--- config.mk ---
export PLATFORM = sky130hd
export DESIGN_NAME = fp_mult_ctrl
export DESIGN_NICKNAME = d
export VERILOG_FILES = /design/src/rtl/fp_mult_ctrl.sv
export SDC_FILE = /design/constraint.sdc
export NUM_CORES = 2
export LEC_CHECK = 0
export ABC_AREA = 1
export CORE_ASPECT_RATIO = 1.25
export CORE_MARGIN = 4
export CORE_UTILIZATION = 35
export DETAILED_ROUTE_END_ITERATION = 10
export PLACE_DENSITY = 0.54
export SYNTH_ARGS = -nofsm -noshare
export SYNTH_HDL_FRONTEND = slang
export SYNTH_SLANG_ARGS = --single-unit
export TNS_END_PERCENT = 50
--- constraint.sdc ---
create_clock -name clk -period 16.5 [get_ports clk]
set_clock_uncertainty 0.15 [all_clocks]
set_input_delay 1.65 -clock clk [delete_from_list [all_inputs] [get_ports clk]]
set_output_delay 1.65 -clock clk [all_outputs]
set_load 0.03 [all_outputs]
--- src/rtl/fp_mult_ctrl.sv ---
// fp_mult_ctrl: two-requester binary32 multiplier with round-robin arbitration.
// One shared multiply/normalize/round datapath sequenced by an
// IDLE -> MULT -> NORM -> ROUND -> DONE FSM. Results are tagged with the
// requester ID and a status byte.
//
// Ports:
//   clk, rst              rising-edge clock, async active-high reset
//   reqN_valid/ready      request handshake, N = 0,1
//   reqN_a, reqN_b        binary32 operands
//   reqN_rnd              rounding mode (000 RNE, 001 RTZ, 010 RUP, 011 RDN,
//                         100 RNA, others RNE)
//   out_valid/out_ready   result handshake
//   out_z                 binary32 product
//   out_id                requester that issued the result
//   out_status            [0] zero [1] inf [2] nan [3] tiny [4] huge [5] inexact
//
// Build option: FP_MULT_CTRL_FAST_SPECIAL_EN -- operands that are NaN, inf,
// zero or denormal bypass the datapath and go IDLE -> DONE in one cycle.
// Results are identical with or without it.
module fp_mult_ctrl (
   input  logic        clk,
   input  logic        rst,
   input  logic        req0_valid,
   output logic        req0_ready,
   input  logic [31:0] req0_a,
   input  logic [31:0] req0_b,
   input  logic [2:0]  req0_rnd,
   input  logic        req1_valid,
   output logic        req1_ready,
   input  logic [31:0] req1_a,
   input  logic [31:0] req1_b,
   input  logic [2:0]  req1_rnd,
   output logic        out_valid,
   input  logic        out_ready,
   output logic [31:0] out_z,
   output logic        out_id,
   output logic [7:0]  out_status
);

   typedef enum logic [2:0] {IDLE, MULT, NORM, ROUND, DONE} state_t;
   typedef struct packed {
      logic        special;
      logic [7:0]  status;
      logic [31:0] z;
   } spec_t;

   // Special-operand result; denormals are treated as zero.
   function automatic spec_t classify(input logic [31:0] a, input logic [31:0] b);
      logic  a_nan, b_nan, a_inf, b_inf, a_zero, b_zero, s;
      spec_t r;
      a_nan  = (&a[30:23]) & (|a[22:0]);
      b_nan  = (&b[30:23]) & (|b[22:0]);
      a_inf  = (&a[30:23]) & ~(|a[22:0]);
      b_inf  = (&b[30:23]) & ~(|b[22:0]);
      a_zero = ~(|a[30:23]);
      b_zero = ~(|b[30:23]);
      s      = a[31] ^ b[31];
      r      = '0;
      if (a_nan | b_nan | (a_inf & b_zero) | (b_inf & a_zero)) begin
         r.special = 1'b1; r.status = 8'h04; r.z = 32'h7FC0_0000;
      end else if (a_inf | b_inf) begin
         r.special = 1'b1; r.status = 8'h02; r.z = {s, 8'hFF, 23'd0};
      end else if (a_zero | b_zero) begin
         r.special = 1'b1; r.status = 8'h01; r.z = {s, 31'd0};
      end
      return r;
   endfunction

   state_t             state_q, state_d;
   logic               ptr_q, ptr_d;          // last-served requester
   logic [31:0]        a_q, a_d, b_q, b_d;
   logic [2:0]         rnd_q, rnd_d;
   logic               id_q, id_d;
   logic [47:0]        prod_q, prod_d;
   logic signed [9:0]  exp_q, exp_d;
   logic [23:0]        mant_q, mant_d;
   logic               guard_q, guard_d, sticky_q, sticky_d;
   logic               out_valid_q, out_valid_d;
   logic [31:0]        out_z_q, out_z_d;
   logic               out_id_q, out_id_d;
   logic [7:0]         out_status_q, out_status_d;

   logic               grant1, accept, sign, inexact, inc, ovf_inf;
   logic [24:0]        mant_r;
   logic [22:0]        frac_r;
   logic signed [9:0]  exp_r;
   spec_t              spec_cur;

   // req1 wins if alone, or on contention when req0 was served last.
   assign grant1     = req1_valid & (~req0_valid | ~ptr_q);
   assign req0_ready = (state_q == IDLE) & ~rst & req0_valid & ~grant1;
   assign req1_ready = (state_q == IDLE) & ~rst & grant1;
   assign accept     = req0_ready | req1_ready;

   assign out_valid  = out_valid_q;
   assign out_z      = out_z_q;
   assign out_id     = out_id_q;
   assign out_status = out_status_q;

   assign spec_cur   = classify(a_q, b_q);

`ifdef FP_MULT_CTRL_FAST_SPECIAL_EN
   spec_t spec_in;
   assign spec_in = classify(grant1 ? req1_a : req0_a, grant1 ? req1_b : req0_b);
`endif

   // Rounding of the normalized mantissa held in mant_q/guard_q/sticky_q.
   always_comb begin
      sign    = a_q[31] ^ b_q[31];
      inexact = guard_q | sticky_q;
      case (rnd_q)
         3'b001:  inc = 1'b0;
         3'b010:  inc = inexact & ~sign;
         3'b011:  inc = inexact & sign;
         3'b100:  inc = guard_q;
         default: inc = guard_q & (sticky_q | mant_q[0]);
      endcase
      mant_r = {1'b0, mant_q} + {24'd0, inc};
      // Carry-out leaves 1.000..0, so the fraction is all zeros either way.
      frac_r = mant_r[24] ? mant_r[23:1] : mant_r[22:0];
      exp_r  = exp_q + (mant_r[24] ? 10'sd1 : 10'sd0);
      case (rnd_q)
         3'b001:  ovf_inf = 1'b0;
         3'b010:  ovf_inf = ~sign;
         3'b011:  ovf_inf = sign;
         default: ovf_inf = 1'b1;
      endcase
   end

   always_comb begin
      state_d      = state_q;
      ptr_d        = ptr_q;
      a_d          = a_q;
      b_d          = b_q;
      rnd_d        = rnd_q;
      id_d         = id_q;
      prod_d       = prod_q;
      exp_d        = exp_q;
      mant_d       = mant_q;
      guard_d      = guard_q;
      sticky_d     = sticky_q;
      out_valid_d  = out_valid_q;
      out_z_d      = out_z_q;
      out_id_d     = out_id_q;
      out_status_d = out_status_q;
      case (state_q)
         IDLE: if (accept) begin
            a_d     = grant1 ? req1_a : req0_a;
            b_d     = grant1 ? req1_b : req0_b;
            rnd_d   = grant1 ? req1_rnd : req0_rnd;
            id_d    = grant1;
            ptr_d   = grant1;
            state_d = MULT;
`ifdef FP_MULT_CTRL_FAST_SPECIAL_EN
            if (spec_in.special) begin
               state_d      = DONE;
               out_valid_d  = 1'b1;
               out_z_d      = spec_in.z;
               out_status_d = spec_in.status;
               out_id_d     = grant1;
            end
`endif
         end
         MULT: begin
            prod_d  = 48'({1'b1, a_q[22:0]}) * 48'({1'b1, b_q[22:0]});
            exp_d   = $signed({2'b00, a_q[30:23]}) + $signed({2'b00, b_q[30:23]}) - 10'sd127;
            state_d = NORM;
         end
         NORM: begin
            if (prod_q[47]) begin
               mant_d   = prod_q[47:24];
               guard_d  = prod_q[23];
               sticky_d = |prod_q[22:0];
               exp_d    = exp_q + 10'sd1;
            end else begin
               mant_d   = prod_q[46:23];
               guard_d  = prod_q[22];
               sticky_d = |prod_q[21:0];
            end
            state_d = ROUND;
         end
         ROUND: begin
            out_valid_d = 1'b1;
            out_id_d    = id_q;
            state_d     = DONE;
            // Special operands ran through the datapath only for timing.
            if (spec_cur.special) begin
               out_z_d      = spec_cur.z;
               out_status_d = spec_cur.status;
            end else if (exp_r > 10'sd254) begin
               out_z_d      = {sign, ovf_inf ? {8'hFF, 23'd0} : {8'hFE, 23'h7F_FFFF}};
               out_status_d = 8'h30;
            end else if (exp_r < 10'sd1) begin
               out_z_d      = {sign, 31'd0};
               out_status_d = 8'h29;
            end else begin
               out_z_d      = {sign, exp_r[7:0], frac_r};
               out_status_d = {2'b00, inexact, 5'b00000};
            end
         end
         DONE: if (out_ready) begin
            out_valid_d = 1'b0;
            state_d     = IDLE;
         end
         default: state_d = IDLE;
      endcase
   end

   always_ff @(posedge clk or posedge rst) begin
      if (rst) begin
         state_q      <= IDLE;
         ptr_q        <= 1'b1;
         a_q          <= '0;
         b_q          <= '0;
         rnd_q        <= '0;
         id_q         <= 1'b0;
         prod_q       <= '0;
         exp_q        <= '0;
         mant_q       <= '0;
         guard_q      <= 1'b0;
         sticky_q     <= 1'b0;
         out_valid_q  <= 1'b0;
         out_z_q      <= '0;
         out_id_q     <= 1'b0;
         out_status_q <= '0;
      end else begin
         state_q      <= state_d;
         ptr_q        <= ptr_d;
         a_q          <= a_d;
         b_q          <= b_d;
         rnd_q        <= rnd_d;
         id_q         <= id_d;
         prod_q       <= prod_d;
         exp_q        <= exp_d;
         mant_q       <= mant_d;
         guard_q      <= guard_d;
         sticky_q     <= sticky_d;
         out_valid_q  <= out_valid_d;
         out_z_q      <= out_z_d;
         out_id_q     <= out_id_d;
         out_status_q <= out_status_d;
      end
   end

endmodule

After elaboration in Yosys (flattened, before gate mapping):

Index checks and enable logic that the tools add are counted.

* bits in registers: 198
* output and inout bits: 44

* add/subtract/negate cells: 5
* multiply operators: 1
* $lt $le $gt $ge: 2
* equal/unequal tests: 11
* muxes and demuxes: 27
* bitwise operators: 33
* reduce and logical (&&, ||, !) cells: 15

Operators by type and width (number)
* two-way mux 41 bit: 3
* two-way mux 32 bit: 3
* OR reduction 23 bit: 3
* two-way mux 31 bit: 2
* multiplier 24 x 24 -> 48 bit: 1
* two-way mux 24 bit: 2
* adder 24 x 1 -> 25 bit: 1
* two-way mux 23 bit: 1
* OR reduction 22 bit: 1
* case mux 10 bit (2 select lines): 1
* AND reduction 8 bit: 2
* OR reduction 8 bit: 2
* case mux 3 bit (5 select lines): 1
* AND 1 bit: 14
* equality test 3 x 2 -> 1 bit, second input constant: 4
* two-way mux 6 bit: 2
* adder 10 x 2 -> 10 bit: 1
* adder 10 x 2 -> 10 bit, second input constant: 1
* greater-than comparator 10 x 9 -> 1 bit, second input constant: 1
* < comparator 10 x 2 -> 1 bit, second input constant: 1
* two-way mux 10 bit: 1
* subtractor 9 x 7 -> 10 bit, second input constant: 1
* adder 8 x 8 -> 9 bit: 1
* two-way mux 3 bit: 3
* other kinds (14): 41

Logic depth before layout (Yosys ltp):

* word-level depth: 11
* depth in mapped cells: 31

Least setup slack after synthesis:

No wires, ideal clock.

* kind: input to output
* start: input port rst
* end: output port req0_ready
* data arrival time: 7.054 ns
* setup slack: 7.646 ns
* cell stages on the path: 3
* buffers on the path: 0
* path through: inv_1 -> nand3_1 -> nor3_1

* cells in the longest elaborated chain, start to end: 4

RTL lines
* start: declaration: line 22 `input logic rst,`
* inverter 1 bit: line 91 `assign req0_ready = (state_q == IDLE) & ~rst & req0_valid & ~grant1;`
* AND 1 bit (3 in series): line 91
* end: declaration: line 24 `output logic req0_ready,`

Every way passes these cells.

Worst setup path after layout:

* start: register a_q[6]
* end: register prod_q[41]

* cells in the longest elaborated chain, start to end: 1

RTL lines
* start: declaration: line 71 `logic [31:0] a_q, a_d, b_q, b_d;`
* start signal: assignment: line 213 `a_q <= '0;`
* start signal: assignment: line 229 `a_q <= a_d;`
* multiplier 24 x 24 -> 48 bit: line 165 `prod_d = 48'({1'b1, a_q[22:0]}) * 48'({1'b1, b_q[22:0]});`
* end signal: assignment: line 233 `prod_q <= prod_d;`
* end: declaration: line 74 `logic [47:0] prod_q, prod_d;`

Every way passes these cells.
A chain may end at the register's enable or synchronous reset.

==> results.md <==
* Number of synthesized flops with an enable pin at 0
* Vias in the first global route at 27,341
* Startpoint types: flop
* CP required at 16,740 ps
* Vias after detailed routing at 26,085
* Post-synthesis register bit count at 196
* Final number of max-transition violations at 0
* Critical Path AT at 7180 ps
* H-tree levels at 4
* Layout cells sized above 1 at 2.87%
* Clock Path Buffers at 2
* Ys Warns at 0
* Port bufs at 180
* Register area at 4910 µm²
* Worst hold path type: flop to flop
* Max incr delay on CP at 950 ps
* Peak Freq at 0.144 GHz
* Routability-driven placement congestion ratio at 0.927
* Vias per inst at 4.75
* Status: complete, no violations
* Core Rows at 121
* IO Count at 183
* Clock Latency Late Sink at 520 ps
* R2R setup slack at 9560 ps
* Crit-path cells: nand2_1 -> fa_1 -> inv_1 -> fa_1 -> inv_1 -> fa_1 -> inv_1 -> fa_1 -> fa_1 -> fa_1 -> inv_1 -> fa_1 -> inv_1 -> ha_1 -> nand2_1 -> inv_1 -> a21oi_1 -> inv_1 -> a21oi_1 -> nand2_1 -> nand2_1 -> nand4_1 -> nand3_1 -> nand2_1
* Core region area at 87,400 µm²
* Num CTS Buffers at 17
* Largest net degree at the start of global routing at 91
* Chip height at 340 µm
* Endpoints failing hold at 0
* Die Wd at 274 µm
* Worst slew margin relative to its limit at 33.8%
* Max-cap violation count at 0
* WL per Instance at 18.2 µm
* Primary FF master, synth: dfrtp_1
* Final HPWL DP at 76.7 mm
* Initial DRC count at 1,674
* Finished Cell Area at 34,400 µm²
* Kind of critical path: flop to flop
* Share of flip-flops with an asynchronous set or reset at 100%
* Global-route wire length before repair at 158 mm
* Root Buffer: clkbuf_16
* Area growth syn-to-layout at 11.1%
* Final worst path period need at 6940 ps
* Nets at 5,124
* Worst-margin pin slew at 992 ps
* Largest fanout on the critical path at 26
* Fin crit share at 42.1%
* # fillers at 9,189
* WL final at 99.8 mm
* Die area at 93,300 µm²
* Final ANT Viol Nets at 0
* Critical Path End Type: flop
* Clock transition at path regs at 80 ps
* Cts hold-fix bufs at 0
* Sequential share of the synthesized area at 15.9%
* Slowest-stage cell, CP: dfrtp_2
* Initial antenna violation count at 0
* Synth Area per Inst at 7.27 µm²
* RSZ-0062 raised after global routing: no
* First-pass DRT Iterations at 5
* # DRC at 0
* Global Route Usage Sum at 21.9%
* Fin Setup TNS at 0 ps
* Mapped Area at 30,900 µm²
* Multi-input gate area at 21,200 µm²
* Grt ovf at 0
* Initial core utilization at 35.4%
* CTS tree: done
* Post-Synthesis Cells at 4,255
* Yosys cell types at 49
* Setup violations, final at 0
* Gates resized, CTS repair at 0
* Area post-placement at 33,800 µm²
* CTS Sinks at 196
* Post CTS Setup Buffer Count at 0
layer usage:
layer	share of wire [%]	up-vias	track usage, %
li1	-	12473	-
met1	42	12799	27.4
met2	50	685	39.1
met3	5.2	128	3.24
met4	2.8	0	6.45
met5	0	-	0
sequential cells by signal, summed over array words and instances, names as in the netlist:
register and cells:
rnd_q 3, guard_q 1, out_status 6, sticky_q 1, out_id 1, ptr_q 1
b_q 32, a_q 32, state_q 3, id_q 1, prod_q 48, mant_q 24
out_z 32, out_valid 1, exp_q 10
Yosys cell counts, types with 10 or more instances:
cell type / count / share of area (%)
buf_2: 63 / 1.0
fa_1: 483 / 31
nand4_1: 37 / 0.75
xnor2_1: 15 / 0.42
o21ai_1: 10 / 0.16
clkbuf_1: 129 / 1.6
inv_1: 1056 / 13
xor2_1: 22 / 0.62
a21oi_1: 52 / 0.84
nor2_1: 279 / 3.4
a31oi_1: 86 / 1.7
o21ai_0: 89 / 1.4
nand3_1: 112 / 1.8
dfrtp_1: 195 / 16
nand2_1: 1336 / 16
ha_1: 193 / 7.8
cell type report:
cell class | count | area share [%]
clock inverters | 15 | 0.557
clock buffers | 17 | 1.24
multi-input cells | 2792 | 61.5
well taps | 1168 | 4.25
inverters | 1064 | 11.6
diodes | 2 | 0.0146
flip-flops and latches | 196 | 14.3
repair buffers | 238 | 6.51
cells in the final DEF (no fill, tap or decap), types with 5 or more instances in the layout:
cell type / instances
a31oi_1: 86
o21bai_1: 5
nand3_1: 112
fa_1: 483
inv_1: 1055
a21oi_1: 52
nor3_1: 9
xnor2_1: 15
nand3b_1: 9
clkbuf_16: 17
o21ai_1: 10
dfrtp_1: 194
nand2_1: 1335
ha_1: 193
o21ai_0: 89
nand2_2: 5
o211ai_1: 6
xor2_1: 22
buf_4: 58
inv_2: 7
nand4_1: 37
clkdlybuf4s50_1: 180
nor2_1: 279
nor4_1: 5
path summary, 6_finish.rpt:
| path | startpoint | end | depth (start not counted) |
|---|---|---|---|
| hold reg to reg | prod_q[2] | prod_q[2] | 2 |
| setup reg to reg | a_q[6] | prod_q[41] | 24 |
| max in group asynchronous | rst | b_q[10] | 4 |
| hold / removal | prod_q[2] | prod_q[2] | 2 |
| min in group asynchronous | rst | out_z[26] | 2 |
| setup / recovery | a_q[6] | prod_q[41] | 24 |
logic make-up after synthesis:
kind of cell | count (synthesis) | share of synthesized area (%)
AOI/OAI and AO/OA | 266 | 4.91
adders and majority gates | 676 | 39.1
buffers and inverters | 1268 | 15.8
DFF | 196 | 15.9
and+or+nand+nor | 1810 | 23.3
other | 1 | 0.0121
xor gates and xnor gates | 38 | 1.10
metrics by stage:
step / worst slack, ps / utilization [%] / hold slack [ps] / cells
floorplan: 7650 / - / 292 / 4256
global placement: 9640 / 38.7 / 305 / 5458
detailed placement: 9610 / 38.7 / 310 / 5458
CTS: 9560 / 39.4 / 330 / 5490
global route: 9200 / 39.4 / 341 / 5490
finish: 9560 / 39.4 / 327 / 5492
critical path: cells and delay by family, from the launching register on:
family | cells | cell delay [ps]
flip-flops | 1 | 950
adder cells (fa/ha/maj) | 8 | 3900
AND/OR/NAND/NOR | 7 | 820
AO/OA/AOI/OAI | 2 | 590
buffers and inverters | 7 | 390
Power is not shown: default switching activity piles up to over one toggle a cycle in this logic, so the estimate is an artifact.
